==> config.mk <==
export PLATFORM = sky130hd
export DESIGN_NAME = fifo_acc_flat
export DESIGN_NICKNAME = d
export VERILOG_FILES = /design/src/rtl/fifo_acc_if.sv /design/src/rtl/fifo_acc.sv /design/src/flat_wrapper.sv
export SDC_FILE = /design/constraint.sdc
export NUM_CORES = 1
export LEC_CHECK = 0
export ABC_AREA = 1
export CORE_MARGIN = 2
export CORE_UTILIZATION = 47
export DETAILED_ROUTE_END_ITERATION = 6
export HOLD_SLACK_MARGIN = 0.03
export PLACE_DENSITY = 0.79
export SYNTH_ARGS = -nofsm -noshare
export SYNTH_HDL_FRONTEND = slang
export SYNTH_SLANG_ARGS = --single-unit
==> constraint.sdc <==
create_clock -name clk -period 2.4 [get_ports clk]
set_clock_uncertainty 0.05 [all_clocks]
set_input_delay 0.48 -clock clk [delete_from_list [all_inputs] [get_ports clk]]
set_output_delay 0.48 -clock clk [all_outputs]
set_load 0.02 [all_outputs]
==> src/rtl/fifo_acc_if.sv <==
// rtl/fifo_acc_if.sv - command, upstream FIFO and result signals of the fifo_acc accumulator
interface fifo_acc_if;
    logic        start;
    logic [3:0]  len;
    logic        abort;
    logic [3:0]  data_count;
    logic        fifo_wr_en;
    logic [31:0] din;
    logic        rd_en;
    logic [31:0] sum;
    logic        ovf;
    logic        busy;
    logic        done;

    // Controller side: issues commands, owns the upstream FIFO, observes results.
    modport master (
        output start, len, abort, data_count, fifo_wr_en, din,
        input  rd_en, sum, ovf, busy, done
    );

    // Accumulator side.
    modport slave (
        input  start, len, abort, data_count, fifo_wr_en, din,
        output rd_en, sum, ovf, busy, done
    );
endinterface

==> src/rtl/fifo_acc.sv <==
// rtl/fifo_acc.sv - pops up to eight words from an upstream FIFO and accumulates them
module fifo_acc (
    input  logic     clk,
    input  logic     reset,
    fifo_acc_if.slave bus
);
    typedef enum logic [1:0] {
        IDLE  = 2'b00,
        RUN   = 2'b01,
        DRAIN = 2'b10
    } state_t;

    state_t      state;
    state_t      state_nx;
    logic [3:0]  rem;
    logic        pend;
    logic [31:0] sum_q;
    logic        ovf_q;
    logic        done_q;
    logic        rd;
    logic        accept;
    logic [3:0]  len_sat;
    logic [32:0] add_full;

    // Lengths above eight would overrun the 8-deep FIFO, so they saturate.
    assign len_sat  = (bus.len > 4'd8) ? 4'd8 : bus.len;
    assign accept   = (state == IDLE) && bus.start && !bus.abort;
    assign add_full = {1'b0, sum_q} + {1'b0, bus.din};

    // Next-state and pop decision; a pop is never issued while the FIFO is
    // being written because the FIFO would turn the pair into a no-op.
    always_comb begin
        state_nx = state;
        rd       = 1'b0;
        case (state)
            IDLE: begin
                if (accept && (len_sat != 4'd0)) begin
                    state_nx = RUN;
                end
            end
            RUN: begin
                if (bus.abort) begin
                    state_nx = IDLE;
                end else begin
                    rd = (rem != 4'd0) && (bus.data_count != 4'd0) && !bus.fifo_wr_en;
                    if (rd && (rem == 4'd1)) begin
                        state_nx = DRAIN;
                    end
                end
            end
            DRAIN: begin
                state_nx = IDLE;
            end
            default: begin
                state_nx = IDLE;
            end
        endcase
        if (reset) begin
            rd       = 1'b0;
            state_nx = IDLE;
        end
    end

    // State register.
    always_ff @(posedge clk) begin
        if (reset) begin
            state <= IDLE;
        end else begin
            state <= state_nx;
        end
    end

    // Word counter, in-flight flag and accumulator; the word arriving in the
    // cycle after a pop is added unless the operation is being aborted.
    always_ff @(posedge clk) begin
        if (reset) begin
            rem    <= 4'd0;
            pend   <= 1'b0;
            sum_q  <= 32'd0;
            ovf_q  <= 1'b0;
            done_q <= 1'b0;
        end else begin
            done_q <= 1'b0;
            pend   <= rd;
            if (rd) begin
                rem <= rem - 4'd1;
            end
            if (accept) begin
                sum_q <= 32'd0;
                ovf_q <= 1'b0;
                rem   <= len_sat;
                if (len_sat == 4'd0) begin
                    done_q <= 1'b1;
                end
            end else if (pend && !bus.abort) begin
                sum_q <= add_full[31:0];
                ovf_q <= ovf_q | add_full[32];
            end
            if ((state == DRAIN) && !bus.abort) begin
                done_q <= 1'b1;
            end
        end
    end

    assign bus.rd_en = rd;
    assign bus.sum   = sum_q;
    assign bus.ovf   = ovf_q;
    assign bus.busy  = (state != IDLE);
    assign bus.done  = done_q;
endmodule

==> src/flat_wrapper.sv <==
// flat-port wrapper written by rule: the top's interface ports become plain ports
module fifo_acc_flat 
  (clk, reset, bus_start, bus_len, bus_abort, bus_data_count, bus_fifo_wr_en, bus_din, bus_rd_en, bus_sum, bus_ovf, bus_busy, bus_done);
  fifo_acc_if bus_i ();
  input  logic clk;
  input  logic reset;
  input wire logic [$bits(bus_i.start)-1:0] bus_start;
  input wire logic [$bits(bus_i.len)-1:0] bus_len;
  input wire logic [$bits(bus_i.abort)-1:0] bus_abort;
  input wire logic [$bits(bus_i.data_count)-1:0] bus_data_count;
  input wire logic [$bits(bus_i.fifo_wr_en)-1:0] bus_fifo_wr_en;
  input wire logic [$bits(bus_i.din)-1:0] bus_din;
  output wire logic [$bits(bus_i.rd_en)-1:0] bus_rd_en;
  output wire logic [$bits(bus_i.sum)-1:0] bus_sum;
  output wire logic [$bits(bus_i.ovf)-1:0] bus_ovf;
  output wire logic [$bits(bus_i.busy)-1:0] bus_busy;
  output wire logic [$bits(bus_i.done)-1:0] bus_done;
  assign bus_i.start = bus_start;
  assign bus_i.len = bus_len;
  assign bus_i.abort = bus_abort;
  assign bus_i.data_count = bus_data_count;
  assign bus_i.fifo_wr_en = bus_fifo_wr_en;
  assign bus_i.din = bus_din;
  assign bus_rd_en = bus_i.rd_en;
  assign bus_sum = bus_i.sum;
  assign bus_ovf = bus_i.ovf;
  assign bus_busy = bus_i.busy;
  assign bus_done = bus_i.done;
  fifo_acc u_core (.clk(clk), .reset(reset), .bus(bus_i));
endmodule
==> out/results.tsv <==
metric	value	unit
num_io_pins	81	
htreeDepth	2	
wl_per_cell	12.4	um
synth-seq-cells	41	
final_max_slew_viol_count	0	
cts_tree	yes	
syn_area	4160	um2
crit_buf_inv	2	
grt_max_degree	33	
path_cells	inv_1 -> ha_1 -> a21oi_1 -> nand2_1 -> nor3_4 -> clkdlybuf4s15_1	
grt-ovfl-total	0	
critPathMaxStageDelay	0.41	ns
avgSynthCellArea	5.54	um2
max_slew_margin	81.5	%
drc_errors	0	
cp_top_family	buffers and inverters	
numCtsBuffers	5	
ys_async_sr_fraction	0	%
cts.sinks	41	
synth_seq_area_share	19.7	%
core	8640	um2
drive_gt1_share	6.42	%
maxCapViolCount	0	
drtIter0Drc	285	
path_clk_slew	0.09	ns
regArea	821	um2
multi_input_area	2680	um2
synth.top_cell.area_share	22.5	%
p_total	1.59	mW
antenna_left	0	
finalWorstSetupSlack	0.0765	ns
holdWs	0.440	ns
vias	4754	
die_area	9610	um2
rsz0062_at_grt	false	
timing.fmax	430	MHz
drt_wl_total	12.0	mm
hold_viol	0	
nNetsFinal	937	
synth_area_leader_cell	nand2_1	
fin_crit	2.32	ns
num_antenna_cells	0	
cts_buffer_depth	2	
die_y	98.1	um
post-cts-setup-buffers	0	
std_cell_rows	34	
ys_top_cells_by_count	249 x nand2_1, 154 x inv_1, 114 x nor2_1	
initial_utilization	48.1	%
layout_worst_path_cycle_share	96.8	%
cp.arrival	1.79	ns
post-dp-hpwl	9.74	mm
ys.warnings.count	0	
setup_violations	0	
worstSkewPairLatency	0.30	ns
p_leak	3.09	nW
powerDensity	296	nW/um2
die_width	98.1	um
dp_slack	-0.131	ns
syn_inst	750	
synthMostInstantiatedCell	nand2_1	
syn_to_final_growth	29.4	%
cts-root-buf	clkbuf_8	
first_pass_iters	5	
ys_top_cells_by_area	nand2_1 22%, dfxtp_1 20%, inv_1 14%, nor2_1 10%, ha_1 10%	
grt_pass1_vias	4569	
port_buffers	80	
synth_nets	830	
track_usage	25.3	%
worst_pin_slew	0.278	ns
cp-start-kind	flip-flop	
path_max_fanout	4	
antenna_found_initial	0	
path_class	reg2out	
worstPathRequired	1.87	ns
fillers	841	
hold_class	reg2reg	
synth_top_flop_cell	dfxtp_1	
peakVddDrop	0.000198	V
via_per_inst	4.93	
status	complete, no violations	
yosys.cell_types.count	34	
cp_slowest_cell	dfxtp_1	
gp_congestion	0.977	
grt_pass1_wl	20.2	mm
end_kind	output port	
synth_edf_count	0	
worst reg2reg max path, stage by stage (launching register included):
cell and delay [ns]:
dfxtp_1 0.34, ha_1 0.23, fa_1 0.44, nand3_1 0.12
nand3_1 0.11, nand2_1 0.11, nand2_1 0.09, nand2_1 0.09
nand3_1 0.10, nand2_1 0.08, nand3_1 0.06, nand2_1 0.06
inv_1 0.04
sequential cells by signal, summed over array words and instances (netlist names):
register	flops
u_core.rem	4
u_core.state	2
u_core.bus.sum	32
u_core.pend	1
u_core.bus.ovf	1
u_core.bus.done	1
repair_timing:
item / in CTS / in global routing
setup endpoints to repair: 1 / 1
gates resized for setup: 1 / 1
hold buffers: 0 / 0
final cells by class:
cell class                      instances  share of cell area [%]
Inverter                              158                    11.0
Clock buffer                            5                    1.28
Clock inverter                          2                   0.651
Tap cell                              108                    2.51
Sequential cell                        41                    15.3
Multi-Input combinational cell        541                    49.7
Timing Repair Buffer                  110                    19.5
through the flow:
| step | cell area, um2 | std cells | TNS (ns) | utilization [%] |
|---|---|---|---|---|
| finish | 5380 | 965 | 0 | 62.3 |
| CTS | 5380 | 965 | 0 | 62.3 |
| detailed placement | 5280 | 958 | -1.04 | 61.1 |
| floorplan | 4160 | 750 | 0 | - |
| global route | 5380 | 965 | 0 | 62.3 |
| global placement | 5280 | 958 | -0.304 | 61.1 |
path summary, 6_finish.rpt:
path,startpoint,to,slack [ns],depth (start not counted)
min,u_core.bus.sum[0]$_SDFFE_PP0P_,u_core.bus.sum[0]$_SDFFE_PP0P_,0.44,2
min reg2reg,u_core.bus.sum[0]$_SDFFE_PP0P_,u_core.bus.sum[0]$_SDFFE_PP0P_,0.44,2
max reg2reg,u_core.bus.sum[0]$_SDFFE_PP0P_,u_core.bus.sum[24]$_SDFFE_PP0P_,0.40,12
max,u_core.rem[0]$_SDFFE_PP0P_,bus_rd_en,0.08,6
power breakdown:
part	switching [mW]	internal, mW	total, mW
Sequential	0.00724	0.688	0.695
Combinational	0.174	0.156	0.330
Clock	0.265	0.303	0.568
Total	0.446	1.15	1.59
placed cells by master (no fill, tap or decap):
cell             Yosys  layout
clkbuf_8             1       5
a21oi_2              1       1
buf_12               0       2
nor2_2               3       3
nor3_2               1       1
fa_1                 1       1
nand2_2              4       4
nand3_1             44      44
dfxtp_1             41      41
inv_1              154     154
o21bai_4             1       1
nand3_2              3       3
xnor2_1              1       1
o21ai_1              3       3
clkdlybuf4s15_1      0       1
o21ai_0             14      14
ha_1                34      34
nand4_1              3       3
clkinv_2             0       1
nor2_1             114     114
a31oi_1              3       3
buf_4                2      28
a21oi_1             30      30
o21bai_1             4       4
nor3_1               5       5
clkinv_1             1       1
a211oi_1             4       4
nor2_4               1       1
clkdlybuf4s50_1      0      79
nand2_1            249     249
nor3_4               1       1
o22ai_1              2       2
inv_2                3       3
bufinv_16            0       1
a21o_1               1       1
xor2_1              14      14
cells by family after synthesis:
group | share of synthesized area [%]
xor+xnor | 3.16
simple gates | 41.8
flops | 19.7
compound gates | 8.70
fa+ha+maj | 10.7
buf+inv | 15.9
per-layer routing:
layer	GRT usage (%)	vias up	wire length, um
li1	-	2480	-
met5	0	-	0
met3	3.65	22	764
met1	33.2	2096	5550
met4	8.01	0	240
met2	43.0	156	5420
(Power assumes the default switching activity.)
